`config.mk`:
```
export PLATFORM = sky130hd
export DESIGN_NAME = pipe_stage_reg
export DESIGN_NICKNAME = d
export VERILOG_FILES = /design/src/rtl/pipe_stage_reg.sv
export SDC_FILE = /design/constraint.sdc
export NUM_CORES = 1
export LEC_CHECK = 0
export ABC_AREA = 1
export CAP_MARGIN = 20
export CORE_ASPECT_RATIO = 0.8
export CORE_MARGIN = 2
export CORE_UTILIZATION = 35
export CTS_CLUSTER_DIAMETER = 50
export CTS_CLUSTER_SIZE = 40
export DETAILED_ROUTE_END_ITERATION = 16
export PLACE_DENSITY_LB_ADDON = 0.05
export RECOVER_POWER = 50
export REMOVE_ABC_BUFFERS = 1
export SLEW_MARGIN = 0
export SYNTH_ARGS = -nofsm -noshare
export SYNTH_HDL_FRONTEND = slang
export SYNTH_SLANG_ARGS = --single-unit
```
`constraint.sdc`:
```
create_clock -name clk -period 1.2 [get_ports clk]
set_clock_uncertainty 0.1 [all_clocks]
set_input_delay 0.24 -clock clk [delete_from_list [all_inputs] [get_ports clk]]
set_output_delay 0.24 -clock clk [all_outputs]
set_load 0.005 [all_outputs]
```
`src/rtl/pipe_stage_reg.sv`:
```
// Parametrised multi-slice pipeline register carrying a control and a data bundle with per-slice valid bits.
// Optional stall/bubble performance counters are built when PIPE_PERF_EN is defined.
module pipe_stage_reg #(
    parameter int CTRL_W = 8,
    parameter int DATA_W = 101,
    parameter int STAGES = 1
) (
    input  logic              clk,
    input  logic              reset,
    input  logic              in_valid,
    input  logic [CTRL_W-1:0] in_ctrl,
    input  logic [DATA_W-1:0] in_data,
    input  logic              stall,
    input  logic              flush,
    output logic              out_valid,
    output logic [CTRL_W-1:0] out_ctrl,
    output logic [DATA_W-1:0] out_data,
    output logic [2:0]        occupancy
`ifdef PIPE_PERF_EN
    ,
    output logic [31:0]       stall_count,
    output logic [31:0]       bubble_count
`endif
);

    if (STAGES < 1 || STAGES > 4) begin : g_bad_stages
        $error("pipe_stage_reg: STAGES must be in 1..4");
    end

    logic [STAGES-1:0] valid_next_vec;
    logic [2:0]        occupancy_next;
    logic [2:0]        occupancy_reg;

    genvar gi;
    for (gi = 0; gi < STAGES; gi++) begin : g_slice
        logic              valid_reg;
        logic [CTRL_W-1:0] ctrl_reg;
        logic [DATA_W-1:0] data_reg;
        logic              valid_next;
        logic [CTRL_W-1:0] ctrl_next;
        logic [DATA_W-1:0] data_next;
        logic              src_valid;
        logic [CTRL_W-1:0] src_ctrl;
        logic [DATA_W-1:0] src_data;

        if (gi == 0) begin : g_head
            // Gating ctrl at entry keeps ctrl==0 in every invalid slice.
            assign src_valid = in_valid;
            assign src_ctrl  = in_valid ? in_ctrl : '0;
            assign src_data  = in_data;
        end else begin : g_body
            assign src_valid = g_slice[gi-1].valid_reg;
            assign src_ctrl  = g_slice[gi-1].ctrl_reg;
            assign src_data  = g_slice[gi-1].data_reg;
        end

        always_comb begin
            valid_next = valid_reg;
            ctrl_next  = ctrl_reg;
            data_next  = data_reg;
            if (flush) begin
                valid_next = 1'b0;
                ctrl_next  = '0;
            end else if (!stall) begin
                valid_next = src_valid;
                ctrl_next  = src_ctrl;
                data_next  = src_data;
            end
        end

        always_ff @(posedge clk) begin
            if (reset) begin
                valid_reg <= 1'b0;
                ctrl_reg  <= '0;
                data_reg  <= '0;
            end else begin
                valid_reg <= valid_next;
                ctrl_reg  <= ctrl_next;
                data_reg  <= data_next;
            end
        end

        assign valid_next_vec[gi] = valid_next;
    end

    always_comb begin
        occupancy_next = 3'd0;
        for (int i = 0; i < STAGES; i++) begin
            occupancy_next = occupancy_next + 3'(valid_next_vec[i]);
        end
    end

    always_ff @(posedge clk) begin
        if (reset) begin
            occupancy_reg <= 3'd0;
        end else begin
            occupancy_reg <= occupancy_next;
        end
    end

    assign out_valid = g_slice[STAGES-1].valid_reg;
    assign out_ctrl  = g_slice[STAGES-1].ctrl_reg;
    assign out_data  = g_slice[STAGES-1].data_reg;
    assign occupancy = occupancy_reg;

`ifdef PIPE_PERF_EN
    logic [31:0] stall_count_reg;
    logic [31:0] bubble_count_reg;

    // Both counters saturate rather than wrap.
    always_ff @(posedge clk) begin
        if (reset) begin
            stall_count_reg  <= '0;
            bubble_count_reg <= '0;
        end else begin
            if (stall && !flush && stall_count_reg != 32'hFFFF_FFFF) begin
                stall_count_reg <= stall_count_reg + 32'd1;
            end
            if (!stall && !flush && !in_valid && bubble_count_reg != 32'hFFFF_FFFF) begin
                bubble_count_reg <= bubble_count_reg + 32'd1;
            end
        end
    end

    assign stall_count  = stall_count_reg;
    assign bubble_count = bubble_count_reg;
`endif

endmodule

```
Word-level counts from Yosys, hierarchy flattened
Index checks and enable logic that the tools add are counted.
- register bits: 112
- input bits: 114
- logic and storage cells: 11
- output and inout bits: 113
- reductions and logical operators: 2
- bitwise logic cells: 2
- mux-type cells: 3
- operator list (kind ; count):
    8-bit two-way mux ; 1
    1-bit two-way mux ; 2
    1-bit NOT ; 2
    2-bit AND reduction ; 1
    2-bit OR reduction ; 1

Longest topological paths before layout
- word-level depth: 2
- depth in mapped cells: 6
- gate-level depth less buffers: 4

Least setup slack after synthesis
No wires, ideal clock.
- kind: input -> register
- from: input stall
- to: register g_slice[0].data_reg[11] (netlist: out_data[11])
- setup slack: 0.158 ns
- stages on the path: 6
- setup time: 0.113 ns
- buffers on the path: 2
- data arrival time: 0.829 ns
- data required time: 0.987 ns
- cell sequence: nor2_2 buf_4 buf_2 nand2_1 nand2_1 nor2_1
- longest elaborated chain between the ends: 2
- RTL lines (what ; line ; RTL):
    from (decl) ; 13 ; input logic stall,
    1-bit NOT (no line) ; n/a ;
    2-bit AND reduction (no line) ; n/a ;
    to (signal assigned) ; 79 ; data_reg <= data_next;
    to (decl) ; 38 ; logic [DATA_W-1:0] data_reg;
Every way passes these cells.
A chain may end at the register's enable or synchronous reset.

Worst setup path in the final report
- from: input stall
- to: register g_slice[0].data_reg[68] (netlist: out_data[68])
The elaborated chain is that of the path after synthesis.

==> flow_summary.yaml <==
outcome:
  status: "finished clean"
yosys:
  synth_top_cell_area_share_pct: 49.6
  yosys_warnings: 0
  synth.top_cells.by_area: "dfxtp_1, nand2_1, nor2_1"
  synth.distinct_cells: 14
  synth_top_cell_by_area: "dfxtp_1"
  avgSynthCellArea_um2: 6.47
  synth-seq-cells: 110
  yosysSeqAreaShare_pct: 49.6
  syn_inst: 686
  netlist_area_um2: 4440
global_routing:
  grt_usage_pct: 18.4
  grt_pass1_vias: 4244
  grt_first_pass_wirelength_um: 19900
  grt_antenna_before_repair: 0
  overflow: 0
  grt_max_degree: 54
setup_path:
  path_max_fanout: 24
  startpoint_type: "input port"
  critical_path_class: "input port to flop"
  reg2reg_from: "out_data[2]$_SDFFE_PP0P_"
  critPathCaptureType: "flop"
  arrival_ns: 1.28
  crit_required_ns: 1.34
  crit_start: "stall"
cells_and_area:
  n_antenna_cell: 0
  syn_to_final_growth_pct: 57.8
  fin_nets: 1038
  largest_reg_flops: 101
  layout-drive-gt1-share_pct: 28.5
  final.fill_count: 1189
clocking:
  hold_buffers: 0
  cts-root-buf: "clkbuf_16"
  clock_path_buffers: 2
  clk_pin_slew_ns: 0.07
  cts_tree: "built"
  cts_made_buffers: 9
  htree_levels: 3
  clk_latency_ns: 0.35
  cts_sinks: 110
drt:
  routed_wl_um: 12400
  via_per_inst: 4.12
  first_iter_violations: 172
  ant_nets: 0
  vias: 4528
  drtPass1Iterations: 4
  routedWlPerCell_um: 11.3
  route.detailed.drc: 0
power_and_ir_drop:
  ir_drop_uv: 878
  leakage_nw: 3.75
  power_mw: 8.51
  power_per_cell_area_nw_per_um2: 1210
place:
  dp_slack_ns: -0.451
  io_buffers: 224
  hpwl_um: 9130
  gp_congestion: 0.790
hold_path:
  hold_class: "flop to flop"
  hold_path_startpoint: "out_ctrl[7]$_SDFFE_PP0N_"
timing:
  whs_ns: 0.361
  period_needed_ns: 1.14
  maxSlewViolCount: 0
  postLayoutSetupSlackWorst_ns: 0.0561
  setup_viol: 0
  period_share_pct: 95.3
  finalHoldViolCount: 0
  rsz0062_at_grt: "false"
  setup_tns_ns: 0
  max_freq_mhz: 874
floorplanning:
  top_level_ports: 227
  die_area_um2: 13600
  start_util_pct: 36.1
  num_rows: 36
  coreArea_um2: 12300
  die_h_um: 105
  die_width_um: 130
flow_run:
  drv_cap: 0
## metal layers
layer	up-vias	GRT usage, %	part of all wire [%]
met4	0	6.76	2.0
met3	21	7.22	8.7
met2	143	31.0	46
met1	1946	21.0	43
li1	2418	-	-
met5	-	0	0
## critical path, cell delays in order
cell	delay, ns
dlygate4sd2_1	0.27
nor2_4	0.20
buf_12	0.18
buf_6	0.20
nand2_1	0.08
nand2_1	0.06
nor2_1	0.04
## power breakdown
part | internal (mW) | switching [mW] | total, mW
Sequential | 3.92 | 0.110 | 4.03
Combinational | 0.810 | 0.633 | 1.44
Clock | 1.73 | 1.30 | 3.04
Total | 6.46 | 2.05 | 8.51
## what timing repair did
action | in CTS | in global routing
pin swaps | 1 | 1
gates cloned | 1 | 0
setup endpoints to repair | 202 | 4
buffers inserted | 18 | 0
gates resized for setup | 547 | 3
## stage by stage
step                cell area [um2]  utilization, %  instances
finish                         7010            57.0       1100
global route                   7010            57.0       1100
detailed placement             6990            56.8       1065
CTS                            7030            57.2       1100
floorplan                      4250               -        648
global placement               6990            56.8       1065
## area by class of cell
cell class | count | area (um2) | share of cell area [%]
clock buffer | 13 | 260 | 3.71
clock inverter | 3 | 42.5 | 0.607
inverter | 103 | 387 | 5.52
multi-input combinational | 435 | 1660 | 23.7
sequential | 110 | 2320 | 33.1
tap | 171 | 214 | 3.05
timing repair buffer | 265 | 2120 | 30.2
## cells in the final DEF, fill, tap and decap left out, types with 3 or more instances in the layout
cell	count
inv_1	101
buf_2	111
clkbuf_1	3
buf_4	28
dfxtp_2	97
clkbuf_16	9
nand2_1	212
a21oi_1	9
dfxtp_1	13
clkdlybuf4s50_1	111
nor2_1	202
nand3_1	8
buf_12	8
## cells by family (layout without fill, tap and decap cells)
logic type	Yosys count	after routing	synth area share (%)
AND/OR/NAND/NOR	424	424	36.2
AO/OA/AOI/OAI	9	9	1.01
buffers and inverters	142	384	13.2
other	1	2	0.0844
flip-flops	110	110	49.6
## Yosys cell counts
master,number
buf_2,20
conb_1,1
buf_4,7
dfxtp_1,110
nand3_1,8
a21oi_1,9
clkbuf_1,9
buf_1,3
or2_2,1
inv_1,102
nor2_2,1
clkinv_1,1
nor2_1,202
nand2_1,212
## path summary, 6_finish.rpt
path	to	slack [ns]	depth (start not counted)
max	out_data[68]$_SDFFE_PP0P_	0.06	7
min reg2reg	out_ctrl[7]$_SDFFE_PP0N_	0.36	2
max reg2reg	out_data[2]$_SDFFE_PP0P_	0.37	3
min	out_ctrl[7]$_SDFFE_PP0N_	0.36	2
Note: power is estimated with default switching activity, not from simulation.
